### config.mk
export PLATFORM = sky130hd
export DESIGN_NAME = ula_seq_ctrl
export DESIGN_NICKNAME = d
export VERILOG_FILES = /design/src/rtl/ula_ctrl_pkg.sv /design/src/rtl/ula_wait_cnt.sv /design/src/rtl/ula_seq_ctrl.sv
export SDC_FILE = /design/constraint.sdc
export NUM_CORES = 1
export LEC_CHECK = 0
export CORE_ASPECT_RATIO = 1.4
export CORE_MARGIN = 3
export CORE_UTILIZATION = 30
export DETAILED_ROUTE_END_ITERATION = 8
export DONT_BUFFER_PORTS = 1
export PLACE_DENSITY = 0.41
export SLEW_MARGIN = 20
export SYNTH_ARGS = -nofsm -noshare
export SYNTH_HDL_FRONTEND = slang
export SYNTH_SLANG_ARGS = --single-unit
### constraint.sdc
create_clock -name clk -period 5.1 [get_ports clk]
set_input_delay 1.02 -clock clk [delete_from_list [all_inputs] [get_ports clk]]
set_output_delay 1.02 -clock clk [all_outputs]
set_load 0.01 [all_outputs]
### src/rtl/ula_ctrl_pkg.sv
// Shared state encoding, bus-select codes and per-state output decode for the ULA sequencer.
// Pure declarations, no logic or latency of its own.
// No flow control here; consumers apply their own gating.
package ula_ctrl_pkg;

    typedef enum logic [2:0] {
        IDLE   = 3'd0,
        LOAD_A = 3'd1,
        LOAD_B = 3'd2,
        EXEC   = 3'd3,
        STORE  = 3'd4,
        DONE   = 3'd5
    } state_t;

    localparam logic [1:0] SEL_A   = 2'd0;
    localparam logic [1:0] SEL_B   = 2'd1;
    localparam logic [1:0] SEL_RES = 2'd2;

    typedef struct packed {
        logic       en_a;
        logic       en_b;
        logic       en_res;
        logic [1:0] bus_sel;
        logic       busy;
        logic       done;
    } dec_t;

    function automatic dec_t decode(input state_t s);
        dec_t d;
        d = '0;
        case (s)
            LOAD_A: begin d.en_a = 1'b1; d.bus_sel = SEL_A; d.busy = 1'b1; end
            LOAD_B: begin d.en_b = 1'b1; d.bus_sel = SEL_B; d.busy = 1'b1; end
            EXEC:   begin d.bus_sel = SEL_RES; d.busy = 1'b1; end
            STORE:  begin d.en_res = 1'b1; d.bus_sel = SEL_RES; d.busy = 1'b1; end
            DONE:   begin d.done = 1'b1; d.bus_sel = SEL_RES; d.busy = 1'b1; end
            default: d = '0;
        endcase
        return d;
    endfunction

endpackage

### src/rtl/ula_wait_cnt.sv
// 4-bit down-counter with load, decrement and zero flag for the EXEC dwell.
// Load/decrement take effect on the next edge; zero is combinational from the count.
// No backpressure; decrement saturates at zero.
module ula_wait_cnt (
    input  logic       clk,
    input  logic       rst,
    input  logic       load,
    input  logic [3:0] load_val,
    input  logic       dec,
    output logic       zero
);

    logic [3:0] cnt;

    always_ff @(posedge clk) begin
        if (!rst) begin
            cnt <= 4'd0;
        end else if (load) begin
            cnt <= load_val;
        end else if (dec && (cnt != 4'd0)) begin
            cnt <= cnt - 4'd1;
        end
    end

    assign zero = (cnt == 4'd0);

endmodule

### src/rtl/ula_seq_ctrl.sv
// Sequences A/B/RES register loads over a shared source bus and counts completed operations.
// One operation takes EXEC_CYCLES+5 cycles from start sample to done pulse (IDLE included).
// start is ignored while busy; abort returns to IDLE and masks enables in the same cycle.
module ula_seq_ctrl
    import ula_ctrl_pkg::*;
#(
    parameter int EXEC_CYCLES = 2,
    parameter int CNT_W       = 8
) (
    input  logic             clk,
    input  logic             rst,
    input  logic             start,
    input  logic             abort,
    output logic             en_a,
    output logic             en_b,
    output logic             en_res,
    output logic [1:0]       bus_sel,
    output logic             busy,
    output logic             done,
    output logic [CNT_W-1:0] op_cnt
);

    generate
        if ((EXEC_CYCLES < 1) || (EXEC_CYCLES > 15)) begin : g_bad_cfg
            $error("ula_seq_ctrl: EXEC_CYCLES must be within 1..15");
        end
    endgenerate

    localparam logic [3:0] EXEC_LOAD = 4'(EXEC_CYCLES - 1);

    state_t state;
    state_t state_nxt;
    dec_t   dec_q;
    logic   cnt_zero;

    ula_wait_cnt u_wait_cnt (
        .clk      (clk),
        .rst      (rst),
        .load     (state == LOAD_B),
        .load_val (EXEC_LOAD),
        .dec      (state == EXEC),
        .zero     (cnt_zero)
    );

    always_comb begin
        state_nxt = state;
        case (state)
            IDLE:    if (start) state_nxt = LOAD_A;
            LOAD_A:  state_nxt = LOAD_B;
            LOAD_B:  state_nxt = EXEC;
            EXEC:    if (cnt_zero) state_nxt = STORE;
            STORE:   state_nxt = DONE;
            DONE:    state_nxt = IDLE;
            default: state_nxt = IDLE;
        endcase
        if ((state != IDLE) && abort) begin
            state_nxt = IDLE;
        end
    end

    // Outputs are registered from the next state so they line up with the state register.
    always_ff @(posedge clk) begin
        if (!rst) begin
            state  <= IDLE;
            dec_q  <= '0;
            op_cnt <= '0;
        end else begin
            state <= state_nxt;
            dec_q <= decode(state_nxt);
            if ((state == STORE) && !abort) begin
                op_cnt <= op_cnt + CNT_W'(1);
            end
        end
    end

    assign en_a    = dec_q.en_a   & ~abort;
    assign en_b    = dec_q.en_b   & ~abort;
    assign en_res  = dec_q.en_res & ~abort;
    assign bus_sel = dec_q.bus_sel;
    assign busy    = dec_q.busy;
    assign done    = dec_q.done;

endmodule

==> results of run 1 <==
[registers in the layout, indices dropped and copies added (netlist names)]
signal / cells
op_cnt: 8
u_wait_cnt.cnt: 4
dec_q: 3
state: 3
bus_sel: 2
busy: 1
done: 1
[metrics by stage]
step	total power [uW]	utilization [%]	hold slack [ns]	setup WS, ns	instance area (um^2)
2_1_floorplan	196.0	-	0.4511	2.727	1020
3_3_place_gp	197.4	32.00	0.4701	2.812	1018
3_5_place_dp	197.7	32.00	0.4886	2.797	1018
4_1_cts	324.5	33.73	0.5002	2.814	1074
5_1_grt	335.3	33.88	0.5366	2.825	1079
6_report	319.6	33.88	0.5034	2.827	1079
[power breakdown]
| part | internal [uW] | leakage, uW | switching, uW | total (uW) |
|---|---|---|---|---|
| clock | 68.8 | 0.0000288 | 57.3 | 126 |
| combinational | 5.92 | 0.000168 | 8.71 | 14.6 |
| sequential | 175 | 0.000178 | 3.80 | 179 |
| total | 250 | 0.000375 | 69.9 | 320 |
[cell families after synthesis]
group           Yosys count  synth area share, %
simple gates             44                26.50
compound gates           26                15.58
flops                    22                43.19
buf+inv                  18                8.589
xor+xnor                  2                1.718
mux                       2                1.963
fa+ha+maj                 2                2.454
[cells in the final DEF, fill, tap and decap left out, types with 2 or more instances in the layout]
cell type,instances
a21oi_1,11
a31oi_1,2
and3b_1,2
clkbuf_8,4
dfxtp_1,22
ha_1,2
inv_1,10
mux2i_1,2
nand2_1,8
nand2b_1,4
nand3_1,3
nand4_1,2
nor2_1,4
nor2b_1,3
o21ai_0,5
o31ai_1,4
or3_1,4
or4_1,5
xnor2_1,2
[metal layers]
layer  global-route usage [%]  up-vias  routed length [um]
met3                    2.401        4                  63
met5                        0        -                   0
met2                    21.58       10                1145
li1                         -      408                   -
met1                    13.52      386                 927
met4                    5.676        0                  38
[layout make-up]
cell class | count | share of cell area, %
multi-input cells | 76 | 46.06
flip-flops and latches | 22 | 40.84
clock buffers | 4 | 5.104
well taps | 39 | 4.524
inverters | 10 | 3.480
[path summary, 6_finish.rpt]
| check | to | cells after the start | from |
|---|---|---|---|
| min | u_wait_cnt.cnt[3] | 2 | u_wait_cnt.cnt[3] |
| max reg2reg | op_cnt[5] | 3 | state[2] |
| max | en_res | 1 | abort |
| min reg2reg | u_wait_cnt.cnt[3] | 2 | u_wait_cnt.cnt[3] |
==> metrics.md, run 1 <==
| Metric | Value |
|---|---|
| Outcome | finished clean |
| H-tree lvl count | 1 |
| Placer congestion estimate | 0.6432 |
| Chip Height | 74.98 um |
| Flip-flop and latch area | 440.4 um^2 |
| Initial antenna violation count | 0 |
| Leakage | 0.0003746 uW |
| Via count | 808 |
| Rel. slew slack | 45.35% |
| Number of max-cap violations | 0 |
| Mapped Cells | 116 |
| Crit path DAT | 1.25 ns |
| Clock transition at path regs | 0.08 ns |
| Grt ovf | 0 |
| Top cell type's share of synthesized area | 43.19% |
| Layout area overhead | 5.766% |
| Final cell count without fillers | 151 |
| Slew Viols, Final | 0 |
| Power per cell area | 296.3 mW/mm^2 |
| Largest net degree at the start of global routing | 13 |
| Io pins | 19 |
| Post-synth net total | 122 |
| Area leader, netlist | dfxtp_1 |
| Worst vdd ir | 94.34 uV |
| CTS Buf Count | 3 |
| Hold Vio Cnt, Final | 0 |
| Initial Utilization | 32.04% |
| # nets final | 119 |
| Dominant synthesized flop cell | dfxtp_1 |
| Post-CTS sizing | 0 |
| Setup slack, reg-to-reg | 3.27 ns |
| Slowest CP cell | nor2b_1 |
| CTS tree | done |
| I/O Buffers | 0 |
| EDFF count, synth | 0 |
| Post-CTS Hold Buffers | 0 |
| Leading cell types by total area after synthesis | dfxtp_1, a21oi_1, inv_1 |
| Core Region | 0.003183 mm^2 |
| Top post-synthesis cells by count | dfxtp_1, a21oi_1, inv_1 |
| Worst slew pin tran | 0.8084 ns |
| Antenna-violating nets left | 0 |
| Root buf cell | clkbuf_8 |
| Multi-input logic area | 496.7 um^2 |
| Die Wd | 55.28 um |
| Clk_lat worst skew | 0.26 ns |
| Critical path type | primary input to primary output |
| # diodes | 0 |
| Yosys warns | 0 |
| Layout cells sized above 1 | 7.143% |
| Cell Area, Synth | 0.001020 mm^2 |
| Minimum clock period | 2.273 ns |
| DP Cell Count | 147 |
| First-pass GRT wire length | 3926 um |
| DRT Pass-1 Iters | 4 |
| RSZ-0062 raised after global routing | no |
| Fillcell total | 355 |
| Fmax | 440.0 MHz |
| Worst EP required | 4.08 ns |
| Die ar. | 0.004145 mm^2 |
| Crit-path max cell delay | 0.23 ns |
| Most common cell in the netlist | dfxtp_1 |
| FP Rows | 24 |
| Bufs and invs on worst path | 0 |
| Sequential-to-total area share from yosys stat | 43.19% |
| Startpoint types | primary input |
| Async set or reset register ratio after synthesis | 0% |
| CTS Sinks | 22 |
| Final setup fails | 0 |
| Tcrit/Tclk final | 44.56% |
| CP cell instances | nor2b_1 |
| Wire per inst | 14.40 um |
| Worst-path maximum fanout | 10 |
| Vias in the first global route | 833 |
| GRT Total Usage | 11.92% |
| Final setup TNS | 0 ns |
| DP HPWL | 1575 um |
| Crit path capture type | primary output |
| Max Buffers Root-to-Sink | 2 |
| Routed WL | 2174 um |
| Hold Crit Class | flip-flop to flip-flop |
| Initial DRC Count | 34 |
| Mean Syn Cell Area | 8.791 um^2 |
| Drt via density | 5.351 |
| Setup Buffers After CTS | 0 |
| Synth Register Bits | 22 |
| Post-synth cell types | 34 |
| Top delay family on crit path | simple AND/OR/NAND/NOR gates |
| Clk_skew | 0.007808 ns |
| Drt drc | 0 |
Power figures use the tool's default switching activity.
==> run 2: changes to the inputs <==
Clock period 5.1 ns to 2.1 ns, I/O delays scaled along.
==> run 2 against run 1 <==
Effect of this change:
- first-iteration DRC count down 47%
- sequential cell count did not move
- utilization grew 0.12 points
- sequential share of layout area fell by 0.14 points
- routed wire length increased by 0.55%
- critical path depth increased by 2
- count of clock-buffer cells in the layout shrank 1
- die area unchanged
- cell area is 0.35% higher
- final cell count grew 1.3%
- hold slack got worse by 0.21 ns
- critical path type is now flip-flop to flip-flop
- highest routed layer unchanged
==> metrics.md, run 2 (synthesis results as in run 1) <==
| Metric | Value |
|---|---|
| Clk_lat worst skew | 0.26 ns (about the same) |
| Largest regs | op_cnt: 8 flops, u_wait_cnt.cnt: 4 flops |
| Largest net degree at the start of global routing | 13 (unchanged) |
| CTS Buf Count | 3 (unchanged) |
| Wire per inst | 14.29 um (-0.76%) |
| Antenna-violating nets left | 0 (unchanged) |
| Placed Area | 0.001041 mm^2 (+2.2%) |
| Worst vdd ir | 322.5 uV (+240%) |
| R2r startpoint | state[2] |
| Post-CTS Hold Buffers | 0 (unchanged) |
| Hold WS | 0.2984 ns (-0.2051 ns) |
| Die Wd | 55.28 um (unchanged) |
| Commonest non-fill, non-tap cell in the layout | dfxtp_1 |
| Critical path type | flip-flop to flip-flop |
| Worst Hold End | op_cnt[7] |
| Source of the worst hold timing path | rst |
| Clock transition at path regs | 0.08 ns (about the same) |
| I/O Buffers | 0 (unchanged) |
| Via count | 804 (-0.50%) |
| Final setup fails | 0 (unchanged) |
| Setup Buffers After CTS | 0 (unchanged) |
| Power per cell area | 680.4 mW/mm^2 (+130%) |
| Tcrit/Tclk final | 86.53% |
| Outcome | finished clean |
| R2r worst-path depth | 3 (unchanged) |
| Metal2 WL | 1152 um (+0.61%) |
| DP Worst Slack | 0.3112 ns (-2.486 ns) |
| # nets final | 122 (+2.5%) |
| Root buf cell | clkbuf_8 |
| Max Buffers Root-to-Sink | 2 (unchanged) |
| CTS Sinks | 22 (unchanged) |
| Grt ovf | 0 (unchanged) |
| R2r endpoint | op_cnt[3] |
| Worst slew pin tran | 0.3599 ns (-0.4485 ns) |
| Chip Height | 74.98 um (unchanged) |
| Hold Vio Cnt, Final | 0 (unchanged) |
| # diodes | 0 (unchanged) |
| Final setup TNS | 0 ns (unchanged) |
| Max FFs per register | 8 (unchanged) |
| DRT Pass-1 Iters | 4 (unchanged) |
| Fmax | 550.3 MHz |
| Post-CTS sizing | 0 (unchanged) |
| Slew Viols, Final | 0 (unchanged) |
| Startpoint types | flip-flop |
| Crit path DAT | 2.01 ns (+0.76 ns) |
| Hold Path Stages | 2 (unchanged) |
| Setup slack, reg-to-reg | 0.28 ns (-2.99 ns) |
| Clk_skew | 0.002541 ns (-0.005267 ns) |
| Drt via density | 5.255 (-1.8%) |
| Initial Utilization | 32.04% (unchanged) |
| Drt drc | 0 (unchanged) |
| Finished layout cell area | 0.001082 mm^2 (+0.35%) |
| Initial antenna violation count | 0 (unchanged) |
| H-tree lvl count | 1 (unchanged) |
| Crit-path max cell delay | 0.59 ns (+0.36 ns) |
| Hold Crit Class | primary input to flip-flop |
| Met3 routed WL | 77 um (+22%) |
| CTS tree | done |
| FP Rows | 24 (unchanged) |
| Worst setup margin | 0.2829 ns (-2.544 ns) |
| Minimum clock period | 1.817 ns |
| M1 WL | 904 um (-2.5%) |
| First-pass GRT wire length | 3953 um (+0.69%) |
| Worst EP required | 2.29 ns (-1.79 ns) |
| Die ar. | 0.004145 mm^2 (unchanged) |
| GRT Total Usage | 12.37% (+0.45 points) |
| Placer congestion estimate | 0.6693 (+4.1%) |
| Layout area overhead | 6.135% |
| Most frequent cells in the layout | dfxtp_1, a21oi_1, inv_1, nand2_1 |
| Io pins | 19 (unchanged) |
| Top reg by flops | op_cnt |
| Core Region | 0.003183 mm^2 (unchanged) |
| DP HPWL | 1625 um (+3.2%) |
| Initial DRC Count | 18 (-47%) |
| Vias in the first global route | 808 (-3.0%) |
| Top layer in use | met4 |
| Routed WL | 2186 um (+0.55%) |
| Worst-path maximum fanout | 12 (+2) |
| Number of max-cap violations | 0 (unchanged) |
| Layout cells sized above 1 | 7.895% (+0.75 points) |
| Crit path capture type | flip-flop |
| Fillcell total | 360 (+1.4%) |
| Leakage | 0.0003787 uW (+1.1%) |
| CP cell instances | or4b_4 > or4_1 > a21oi_1 |
| Tot Pwr | 736.3 uW (+130%) |
| Rel. slew slack | 75.98% (+31 points) |
| Slowest CP cell | or4b_4 |
| RSZ-0062 raised after global routing | no |
==> run 2: cell count changes in the layout (fill, tap and decap cells not counted), sizes merged <==
| cell | change |
|---|---|
| clkbuf | -1 |
| buf | +3 |
==> run 2: worst max-delay path by stage <==
stage	start	end	slack (ns)	cells after the start
after floorplan	abort	op_cnt[6]	0.33	5
after global routing	state[2]	op_cnt[3]	0.15	3
after CTS	state[2]	op_cnt[3]	0.28	3
final	state[2]	op_cnt[3]	0.28	3
after global placement	state[2]	op_cnt[5]	0.36	3
after detailed placement	state[2]	op_cnt[3]	0.31	3
==> run 2: area by class of cell <==
type                       instances  area [um^2]  area share (%)
multi-input combinational         76        491.7           45.43
sequential                        22        440.4           40.69
tap                               39        48.80           4.509
clock buffer                       3        41.29           3.815
inverter                          10        37.54           3.468
timing repair buffer               3        22.52           2.081
==> run 2: through the flow <==
stage,utilization [%],std cells
2_1_floorplan,-,116
3_3_place_gp,32.70,150
3_5_place_dp,32.70,150
4_1_cts,34.00,153
5_1_grt,34.00,153
6_report,34.00,153
==> run 2: where the power goes <==
| part | switching [uW] | internal (uW) |
|---|---|---|
| Combinational | 21.2 | 16.4 |
| Sequential | 9.05 | 425 |
| Clock | 137 | 128 |
| Total | 167 | 569 |
==> run 2: critical path, delay by kind of cell (launching register included) <==
family             cells  cell delay, ns
AOI/OAI and AO/OA      1            0.16
DFF                    1            0.51
and+or+nand+nor        2            1.07
==> run 2: metal layers <==
metal  GRT usage [%]  vias up
met5               0        -
met4           7.297        0
met1           14.81      376
met2           20.53       14
li1                -      409
met3           2.744        5
==> variant 1 (config.mk and constraints of run 2) <==
Change the parameter `CNT_W` from 8 to 6.
--- a/src/rtl/ula_seq_ctrl.sv
+++ b/src/rtl/ula_seq_ctrl.sv
@@ -5,7 +5,7 @@
     import ula_ctrl_pkg::*;
 #(
     parameter int EXEC_CYCLES = 2,
-    parameter int CNT_W       = 8
+    parameter int CNT_W       = 6
 ) (
     input  logic             clk,
     input  logic             rst,
Interface: changed (resized op_cnt); port bits go from 19 to 17. No check against the original RTL was run, so the function may have changed too.
==> variant 1 against run 2 <==
  * Highest routed layer unchanged
  * Critical endpoint is now op_cnt[5]
  * Routed wire length fell by 16%
  * Synthesized cell count fell by 15%
  * Sequential share of layout area rose by 0.54 points
  * Sequential cell count fell by 2
  * Count of clock-buffer cells in the layout rose by 1
  * First-iteration DRC count fell by 28%
  * Area after synthesis fell by 12%
  * Die area fell by 11%
  * Largest cell class unchanged
  * Setup slack got worse by 0.037 ns
  * Clock skew rose by 0.0035 ns
  * Total power fell by 11%
  * Final area fell by 10%
==> variant 1: results (changes against run 2) <==
- The share of power burned in registers is 59.9% (+1.0 points).
- The met1 layer wirelength in the final routing came to 878 microns (-2.9%).
- The fraction of cell area in non-clock buffers is 3.87% (+1.8 points).
- The via count of the first global-routing pass is 704 (-13%).
- The met3 layer usage reported by global route is 3.58% (+0.83 points).
- The post-route cell area came to 971 sq um (-10%).
- The static leakage came to 0.000326 uW (-14%).
- After synthesis, the most frequently instantiated cells are sky130_fd_sc_hd__dfxtp_1 (20), sky130_fd_sc_hd__a21oi_1 (10), sky130_fd_sc_hd__o21ai_0 (7).
- The smallest setup slack after layout was 0.246 ns (-0.0366 ns).
- By area the synthesized netlist is led by sky130_fd_sc_hd__dfxtp_1 (45%), sky130_fd_sc_hd__a21oi_1 (5.6%), sky130_fd_sc_hd__or3_1 (4.2%).
- The signal arrival time at the worst endpoint is 2.08 ns (+0.07 ns).
- The maximum ir drop on the vdd rail came to 0.318 mV (-1.3%).
- The HPWL reported at the end of detailed placement is 1.32 mm (-19%).
- The xor/xnor cell area share of the yosys netlist is 1.96% (+0.24 points).
- The highest cell delay on the worst timing path came to 0.69 ns (+0.10 ns).
- The worst-margin pin slew is 0.431 ns (+0.0714 ns).
- The maximum fanout along the worst path was 9 (-3).
- The power density relative to cell area came to 675 nW/um^2 (-0.73%).
- The run finished with clean final reports.
- The number of stages on the worst hold path is 1 (-1).
- The cell at the root of the clock tree is sky130_fd_sc_hd__clkbuf_4.
- The pin count of the biggest net entering global routing was 12 (-1).
- The count of inverters not on the clock network in the layout came to 5 (-5).
- The worst clock skew came to 0.00602 ns (+0.00348 ns).
- The final-layout fill cell count is 280 (-22%).
- The fraction of final layout cells sized beyond drive strength 1 is 10.9% (+3.0 points).
- The launch point of the worst path is state[1].
- The terminating pin of the worst hold path is busy.
- The capturing point of the worst reg2reg path is op_cnt[5].
- The switching power of the nets is 143 uW (-14%).
- The cell area reported after detailed placement is 935 sq um (-10%).
- The count of state elements after synthesis is 20 (-9.1%).
- The clock network area share is 3.74% (-0.078 points).
- The first-pass GRT wire length is 3.24 mm (-18%).
- The global-route met1 utilization is 15.0% (+0.19 points).
- The slowest library cell on the worst path is sky130_fd_sc_hd__or4b_1.
- The area share of fa/ha/maj cells after synthesis is 2.80% (+0.34 points).
variant 1: changes by cell type after synthesis, moves of 3 or more:
cell	change
sky130_fd_sc_hd__nand2_1	-3
sky130_fd_sc_hd__nor3_1	+3
sky130_fd_sc_hd__inv_1	-6
sky130_fd_sc_hd__o31ai_1	-3
sky130_fd_sc_hd__or4_1	-3
variant 1: per-stage QoR:
step | hold slack [ns] | cells
after floorplan | 0.462 | 99
after global placement | 0.473 | 133
after detailed placement | 0.489 | 133
after CTS | 0.218 | 137
after global routing | 0.216 | 137
final | 0.233 | 137
variant 1: how the worst max path moves through the flow:
stage | to | cells after the start
2_1_floorplan | op_cnt[5] | 5
3_3_place_gp | op_cnt[5] | 3
3_5_place_dp | op_cnt[5] | 3
4_1_cts | op_cnt[5] | 3
5_1_grt | op_cnt[5] | 3
6_report | op_cnt[5] | 3
==> variant 2 (config.mk and constraints of run 2) <==
Made on the original files. The 6 states of `state_t` get a one-hot encoding in 6 bits.
--- a/src/rtl/ula_ctrl_pkg.sv
+++ b/src/rtl/ula_ctrl_pkg.sv
@@ -3,13 +3,13 @@
 // No flow control here; consumers apply their own gating.
 package ula_ctrl_pkg;
 
-    typedef enum logic [2:0] {
-        IDLE   = 3'd0,
-        LOAD_A = 3'd1,
-        LOAD_B = 3'd2,
-        EXEC   = 3'd3,
-        STORE  = 3'd4,
-        DONE   = 3'd5
+    typedef enum logic [5:0] {
+        IDLE   = 6'b000001,
+        LOAD_A = 6'b000010,
+        LOAD_B = 6'b000100,
+        EXEC   = 6'b001000,
+        STORE  = 6'b010000,
+        DONE   = 6'b100000
     } state_t;
 
     localparam logic [1:0] SEL_A   = 2'd0;
Check against the original RTL: no difference found for any inputs over 10 cycles, from zero or initial values and one cycle with rst low; not proved beyond that.
==> variant 2 against run 2 <==
  * Sequential share of layout area down 0.57 points
  * Core utilization down 0.36 points
  * Routed wire length up 6.3%
  * Sequential cell count up 3
  * Area after synthesis up 15%
  * Via count up 3.4%
  * Final area up 15%
  * Count of clock-buffer cells in the layout up 1
  * Non-clock buffer count unchanged
  * Setup slack better by 0.043 ns
Power is not compared: it rests on default switching activity, and its combinational part moved more than twofold at a synthesized area within 25%.
==> variant 2: results (changes against run 2) <==
- The run finished with clean final reports.
- The maximum ir drop on the vdd rail is 0.231 mV.
- The part of the Yosys area used for sequential elements is 42.7% (-0.50 points).
- The async set or reset register ratio after synthesis is 0% (unchanged).
- The first-pass GRT wire length is 4.04 mm (+2.3%).
- By area the synthesized netlist is led by sky130_fd_sc_hd__dfxtp_1 (43%), sky130_fd_sc_hd__xnor2_1 (4.5%), sky130_fd_sc_hd__and2_1 (3.7%).
- The worst clock skew is 0.00590 ns (+0.00336 ns).
- The number of stages on the worst hold path is 1 (-1).
- The clock tree buffer depth is 2 (unchanged).
- The post-synth net total is 128 (+4.9%).
- The worst register-to-register path ends at dec_q[4].
- In this run the static leakage power is 0.000475 uW.
- The total global-route track usage is 11.1% (-1.2 points).
- The pin count of the biggest net entering global routing was 15 (+2).
- The layout overhead on the synthesized area is 6.40%.
- The number of violations reported at the end of detailed-routing iteration 0 came to 24 (+6).
- The via count of the first global-routing pass is 858 (+6.2%).
- The signal arrival time at the worst endpoint is 1.95 ns (-0.06 ns).
- The HPWL reported at the end of detailed placement was 1.75 mm (+7.5%).
- For this design, the slowest cell found on the critical path is sky130_fd_sc_hd__or4_1.
- The highest cell delay on the worst timing path was 0.56 ns (-0.03 ns).
- The depth of the CTS H-tree is 1 (unchanged).
- The number of nets in the layout is 130 (+6.6%).
- The total vias in the final route is 831 (+3.4%).
- The unique cell type count in the Yosys netlist is 40 (+18%).
- The tightest slew margin relative to the limit is 72.9% (-3.1 points).
- After synthesis, the most frequently instantiated cells are sky130_fd_sc_hd__dfxtp_1 (25), sky130_fd_sc_hd__and2_1 (7), sky130_fd_sc_hd__nand2_1 (7).
- The fraction of final layout cells sized beyond drive strength 1 came to 10.6% (+2.7 points).
- The worst-case register-to-register setup slack is 0.33 ns (+0.04 ns).
- The maximum fanout along the worst path came to 9 (-3).
- The total routed wirelength came to 2.32 mm (+6.3%).
- The global placer's final weighted congestion is 0.716 (+7.0%).
- The number of cells traversed by the worst register-to-register path is 4 (+1).
- The largest registers in the layout are op_cnt x8, state x6, u_wait_cnt.cnt x4.
variant 2: final cells by class:
type / instances / area, sq um
Tap cell: 42 / 52.6
Sequential cell: 25 / 500
Inverter: 4 / 15.0
Multi-Input combinational cell: 87 / 612
Fill cell: 395 / 2460
Clock buffer: 4 / 45.0
Timing Repair Buffer: 3 / 22.5
variant 2: worst max path at each step:
| stage | end | from | cells past startpoint |
|---|---|---|---|
| after CTS | dec_q[4] | state[2] | 4 |
| final | dec_q[4] | state[2] | 4 |
| after global routing | dec_q[4] | state[2] | 4 |
| after global placement | dec_q[4] | state[2] | 4 |
| after floorplan | busy | state[3] | 4 |
| after detailed placement | dec_q[4] | state[2] | 4 |
variant 2: cells by family (layout without fill, tap and decap cells):
group                      Yosys count  in the layout  synth area share, %
and+or+nand+nor                     62             62                 31.9
muxes                                1              1                0.854
DFF                                 25             25                 42.7
buffers and inverters               10             11                 5.12
adders and majority gates            2              2                 2.13
xor gates and xnor gates             8              8                 5.98
AOI/OAI and AO/OA                   14             14                 11.3
variant 2: routing by layer:
layer / GRT usage [%] / vias to the layer above / routed length (microns)
li1: - / 428 / -
met1: 12.8 / 385 / 1000
met2: 19.4 / 16 / 1200
met3: 2.75 / 2 / 101
met4: 4.08 / 0 / 19
met5: 0 / - / 0
variant 2: per-stage QoR:
| step | instance area (sq um) | hold WS [ns] | setup slack, ns | cells | util (%) |
|---|---|---|---|---|---|
| floorplan | 1170 | 0.485 | 0.427 | 122 | - |
| global placement | 1200 | 0.508 | 0.385 | 161 | 32.4 |
| detailed placement | 1200 | 0.521 | 0.358 | 161 | 32.4 |
| CTS | 1250 | 0.262 | 0.327 | 165 | 33.6 |
| global route | 1250 | 0.258 | 0.209 | 165 | 33.6 |
| finish | 1250 | 0.272 | 0.326 | 165 | 33.6 |
variant 2: worst reg2reg max path, cell delays in order, from the launching register on:
cell                        delay, ns
sky130_fd_sc_hd__dfxtp_1         0.42
sky130_fd_sc_hd__or4_1           0.56
sky130_fd_sc_hd__or2_4           0.29
sky130_fd_sc_hd__o2bb2ai_4       0.14
sky130_fd_sc_hd__nor4_1          0.27
variant 2: where the power goes:
part	internal [uW]	switching, uW
clock network	136	153
logic	43.6	40.6
registers	483	11.0
